===== config.mk =====
export PLATFORM = sky130hd
export DESIGN_NAME = l2_cache_control
export DESIGN_NICKNAME = d
export VERILOG_FILES = /design/src/rtl/lc3b_types.sv /design/src/rtl/sat_counter.sv /design/src/rtl/l2_cache_control.sv
export SDC_FILE = /design/constraint.sdc
export NUM_CORES = 1
export LEC_CHECK = 0
export ABC_CLOCK_PERIOD_IN_PS = 2200
export CAP_MARGIN = 20
export CORE_MARGIN = 3
export CORE_UTILIZATION = 34
export CTS_BUF_LIST = sky130_fd_sc_hd__clkbuf_4 sky130_fd_sc_hd__clkbuf_8
export DETAILED_ROUTE_END_ITERATION = 6
export PLACE_DENSITY = 0.61
export RECOVER_POWER = 100
export SYNTH_ARGS = -nofsm -noshare
export SYNTH_HDL_FRONTEND = slang
export SYNTH_HIERARCHICAL = 1
export SYNTH_SLANG_ARGS = --single-unit

===== constraint.sdc =====
create_clock -name clk -period 2.2 [get_ports clk]
set_clock_uncertainty 0.05 [all_clocks]
set_input_delay 0.22 -clock clk [delete_from_list [all_inputs] [get_ports clk]]
set_output_delay 0.22 -clock clk [all_outputs]
set_load 0.05 [all_outputs]

===== src/rtl/lc3b_types.sv =====
// Shared types for the L2 cache controller: controller state encoding and
// the default width of the performance counters.
package lc3b_types;

    localparam int L2_CNT_WIDTH = 16;

    typedef enum logic [1:0] {
        IDLE      = 2'd0,
        TAG_CHECK = 2'd1,
        WRITEBACK = 2'd2,
        ALLOCATE  = 2'd3
    } l2_state_t;

endpackage


===== src/rtl/sat_counter.sv =====
// Saturating up-counter: counts enabled cycles and holds at all-ones.
module sat_counter #(
    parameter int WIDTH = 16
) (
    input  logic             clk,
    input  logic             rst,
    input  logic             inc,
    output logic [WIDTH-1:0] count
);

    // Increment only while below the all-ones ceiling.
    always_ff @(posedge clk or posedge rst) begin
        if (rst) begin
            count <= '0;
        end else if (inc && (count != {WIDTH{1'b1}})) begin
            count <= count + WIDTH'(1);
        end
    end

endmodule


===== src/rtl/l2_cache_control.sv =====
// L2 cache controller: sequences tag check, dirty-victim writeback and line
// allocation, and keeps first-look hit/miss performance counters.
module l2_cache_control
    import lc3b_types::*;
#(
    parameter int CNT_WIDTH = L2_CNT_WIDTH
) (
    input  logic                 clk,
    input  logic                 rst,
    input  logic                 mem_read,
    input  logic                 mem_write,
    output logic                 mem_resp,
    input  logic                 hit0,
    input  logic                 hit1,
    input  logic                 lru,
    input  logic                 victim_valid,
    input  logic                 victim_dirty,
    input  logic                 pmem_resp,
    output logic                 pmem_read,
    output logic                 pmem_write,
    output logic                 way_sel,
    output logic                 load_way,
    output logic                 data_src,
    output logic                 dirty_in,
    output logic                 load_lru,
    output logic                 lru_in,
    output logic                 pmem_addr_sel,
    output logic [CNT_WIDTH-1:0] hit_count,
    output logic [CNT_WIDTH-1:0] miss_count
);

    l2_state_t state_r;
    l2_state_t next_state_s;
    logic      retry_r;
    logic      hit_s;
    logic      hit_way_s;
    logic      is_write_s;
    logic      hit_inc_s;
    logic      miss_inc_s;

    // Next state, datapath controls and counter enables.
    always_comb begin
        next_state_s  = state_r;
        mem_resp      = 1'b0;
        pmem_read     = 1'b0;
        pmem_write    = 1'b0;
        way_sel       = 1'b0;
        load_way      = 1'b0;
        data_src      = 1'b0;
        dirty_in      = 1'b0;
        load_lru      = 1'b0;
        lru_in        = 1'b0;
        pmem_addr_sel = 1'b0;
        hit_s         = hit0 | hit1;
        // Way 0 wins when both ways report a match; a simultaneous read and write is a read.
        hit_way_s     = ~hit0;
        is_write_s    = mem_write & ~mem_read;
        hit_inc_s     = (state_r == TAG_CHECK) && hit_s && !retry_r;
        miss_inc_s    = (state_r == TAG_CHECK) && !hit_s && !retry_r;
        case (state_r)
            IDLE: begin
                if (mem_read || mem_write) begin
                    next_state_s = TAG_CHECK;
                end else begin
                    next_state_s = IDLE;
                end
            end
            TAG_CHECK: begin
                if (hit_s) begin
                    mem_resp     = 1'b1;
                    load_lru     = 1'b1;
                    lru_in       = ~hit_way_s;
                    next_state_s = IDLE;
                    if (is_write_s) begin
                        load_way = 1'b1;
                        way_sel  = hit_way_s;
                        data_src = 1'b1;
                        dirty_in = 1'b1;
                    end else begin
                        load_way = 1'b0;
                    end
                end else if (victim_valid && victim_dirty) begin
                    next_state_s = WRITEBACK;
                end else begin
                    next_state_s = ALLOCATE;
                end
            end
            WRITEBACK: begin
                pmem_write    = 1'b1;
                pmem_addr_sel = 1'b1;
                way_sel       = lru;
                if (pmem_resp) begin
                    next_state_s = ALLOCATE;
                end else begin
                    next_state_s = WRITEBACK;
                end
            end
            ALLOCATE: begin
                pmem_read = 1'b1;
                way_sel   = lru;
                if (pmem_resp) begin
                    load_way     = 1'b1;
                    next_state_s = TAG_CHECK;
                end else begin
                    next_state_s = ALLOCATE;
                end
            end
            default: begin
                next_state_s = IDLE;
            end
        endcase
    end

    // State register; retry marks the post-fill tag check so a request counts once.
    always_ff @(posedge clk or posedge rst) begin
        if (rst) begin
            state_r <= IDLE;
            retry_r <= 1'b0;
        end else begin
            state_r <= next_state_s;
            if ((state_r == ALLOCATE) && pmem_resp) begin
                retry_r <= 1'b1;
            end else if (state_r == IDLE) begin
                retry_r <= 1'b0;
            end
        end
    end

    sat_counter #(.WIDTH(CNT_WIDTH)) u_hit_cnt (
        .clk   (clk),
        .rst   (rst),
        .inc   (hit_inc_s),
        .count (hit_count)
    );

    sat_counter #(.WIDTH(CNT_WIDTH)) u_miss_cnt (
        .clk   (clk),
        .rst   (rst),
        .inc   (miss_inc_s),
        .count (miss_count)
    );

endmodule

==> reports/qor.csv, run 1 <==
stage,metric,value,unit
run_status,outcome,completed,
global_routing,grt_max_degree,17,
finish,drive_gt1_share,13.6,%
pwr,leakagePower,0.00120,µW
sta,max_freq,479,MHz
worst_setup_path,cp_num_buf_inv,2,
placed_design,portBuffers,51,
worst_setup_path,crit_slowest_cell,clkdlybuf4s50_1,
drt,ant_nets,0,
worst_setup_path,cp.required,1.93,ns
logic_synthesis,syn_nets,185,
floorplanning,num_io_pins,52,
worst_setup_path,critPathLaunchType,flip-flop,
cts,clk_path_buf_depth,2,
placed_design,dp_slack,-0.0716,ns
worst_setup_path,slowest_delay,0.82,ns
drt,routedWlPerCell,12.5,µm
global_routing,grt_use_total,13.2,%
cts,h-tree-depth,2,
drt,drc,0,
cts,cts_setup_buffers,0,
cts,clk_latency,0.28,ns
drt,dr.pass1.iters,4,
sta,fin_crit_sh,94.9,%
drt,vias,1523,
drt,vias_per_cell,4.88,
cts,cts-resized-gates,0,
logic_synthesis,syn-cell-area,1850,µm²
finish,final_cells,312,
placed_design,post-dp-hpwl,3070,µm
drt,totalWireLength,3900,µm
logic_synthesis,yosys_warnings,6,
sta,setup_viol,0,
cts,cts_root_buffer,clkbuf_8,
sta,hold_viol_final,0,
finish,final_cell_mix,"35 x dfrtp_1, 33 x dlygate4sd3_1, 22 x xnor2_1",
cts,cts_sinks,35,
placed_design,dp.cells,304,
sta,min_period,2.09,ns
drt,initialDrtViolationCount,32,
placed_design,gp_congestion,0.793,
min_path,min_path_type,primary input to asynchronous set/reset pin,
logic_synthesis,synth_cells,173,
worst_setup_path,critical_path_peak_fanout,6,
sta,hold-worst-slack,0.244,ns
flow_run,max-cap-violations,0,
floorplanning,coreArea,5170,µm²
sta,rsz0062_at_grt,no,
floorplanning,die_area,6360,µm²
logic_synthesis,ys_seq_area_share,47.4,%
finish,stdcell_area,2580,µm²
pwr,ir_worst_vdd,679,µV
sta,relSlewSlack,58.2,%
cts,path_clk_slew,0.07,ns
logic_synthesis,synth_top_area_share,47.4,%
finish,layout_commonest_cell,dfrtp_1,
logic_synthesis,synthTopCellsByArea,"dfrtp_1 47%, xnor2_1 10%, nand3_1 4.1%",
floorplanning,die_w,79.7,µm
finish,finalCoreUtilization,50.0,%
floorplanning,chipHeight,79.7,µm
sta,drv_slew,0,
finish,area_growth,39.8,%
finish,fin_nets,253,
floorplanning,initial_core_util,35.7,%
logic_synthesis,syn_area_per_cell,10.7,µm²
sta,tightest_slew,0.623,ns
floorplanning,core.rowCount,26,
finish,diodes,0,
worst_setup_path,end_kind,output pin,
logic_synthesis,synth_top_area_cell,dfrtp_1,
logic_synthesis,synth_cell_types,32,
worst_setup_path,crit_type,flip-flop to output pin,
global_routing,grt_pass1_vias,1497,
global_routing,grt_first_pass_wirelength,6780,µm
global_routing,grt_overflow,0,
worst_setup_path,worst_ep_arrival_time,1.82,ns
logic_synthesis,ys_ff_latch,35,
worst_setup_path,path_cells,clkbuf_2 -> nor2_1 -> clkdlybuf4s50_1,
cts,cts_tree,built,
global_routing,antenna_found_initial,0,
placed_design,place_area,2590,µm²
cts,cts_buffers,5,
cts,ctsHoldBuffers,0,
sta,setup_ws,0.112,ns
pwr,cellPowerDensity,956,nW/µm²
worst_setup_path,critPathTopFamily,buffers and inverters,
-- worst paths after layout --
path	start	end	slack [ns]	cells past startpoint
worst max-delay path	state_r[0]$_DFF_PP0_	pmem_addr_sel	0.11	3
worst min-delay path	rst	state_r[1]$_DFF_PP0_	0.24	2
worst max register to register	state_r[0]$_DFF_PP0_	u_miss_cnt/count[14]$_DFFE_PP0P_	0.17	7
worst min register to register	u_hit_cnt/count[15]$_DFFE_PP0P_	u_hit_cnt/count[15]$_DFFE_PP0P_	0.46	1
max in group asynchronous	rst	u_hit_cnt/count[13]$_DFFE_PP0P_	1.25	2
min in group clk	u_hit_cnt/count[15]$_DFFE_PP0P_	u_hit_cnt/count[15]$_DFFE_PP0P_	0.46	1
-- area by class of cell --
cell class	instances	area, µm²
inverter	4	15.0
clock buffer	8	104
fill	507	2590
tap	70	87.6
timing repair buffer	64	596
sequential	35	876
multi-input combinational	131	906
-- worst reg2reg max path, cell delays in order, from the launching register on --
cell,delay [ns]
dfrtp_1,0.40
or3b_1,0.38
nor3_1,0.14
clkbuf_1,0.16
and4_1,0.23
nand3_1,0.10
nor2_1,0.12
mux2_2,0.33
-- flip-flops by register name (all words and copies together), names as in the netlist --
register / cells
u_hit_cnt/count: 16
u_miss_cnt/count: 16
state_r: 2
retry_r: 1
-- where the power goes --
part	switching [µW]	leakage (µW)	total (µW)	internal, µW
Sequential	119	0.000470	862	743
Clock	221	0.0000549	519	298
Combinational	726	0.000673	1090	363
-- synth_stat cells (all sizes together) --
cell type / n
nand4: 14
a21boi: 1
o31ai: 1
inv: 4
xnor2: 22
o221ai: 1
o21a: 2
a21oi: 4
nand3: 15
nand2: 16
and3: 11
o21ai: 2
mux2: 4
or3b: 1
nand2b: 4
and2: 4
ha: 2
nor3: 3
dfrtp: 35
nor2: 10
buf: 3
o41ai: 1
nor4: 2
or2: 1
mux2i: 2
and4: 8
-- per-stage QoR --
step,power (µW),TNS [ns]
finish,2470,0
global route,2620,0
CTS,2650,0
detailed placement,2120,-0.116
global placement,2110,-0.0841
floorplan,1640,0
-- kinds of logic after synthesis --
family          Yosys count  share of synthesized area (%)
compound gates           12                           4.20
xor+xnor                 22                           10.4
fa+ha+maj                 2                           1.35
buf+inv                   7                           2.03
flops                    35                           47.4
mux                       6                           3.52
simple gates             89                           31.1
-- routing by layer --
metal  global-route usage [%]  up-vias  part of all wire, %
li1                         -      761                    -
met1                     17.8      721                   48
met2                     20.5       39                   47
met3                     3.95        2                  5.0
met4                     3.61        0                 0.56
met5                        0        -                    0
(Power assumes the default switching activity.)
==> inputs of run 2 (changes only) <==
--- a/config.mk
+++ b/config.mk
@@ -13,6 +13,7 @@
 export DETAILED_ROUTE_END_ITERATION = 6
 export PLACE_DENSITY = 0.61
 export RECOVER_POWER = 100
+export SKIP_CTS_REPAIR_TIMING = 1
 export SYNTH_ARGS = -nofsm -noshare
 export SYNTH_HDL_FRONTEND = slang
 export SYNTH_HIERARCHICAL = 1
==> results of run 2 <==
No change in the layout: final DEF, timing and power equal those of run 1.
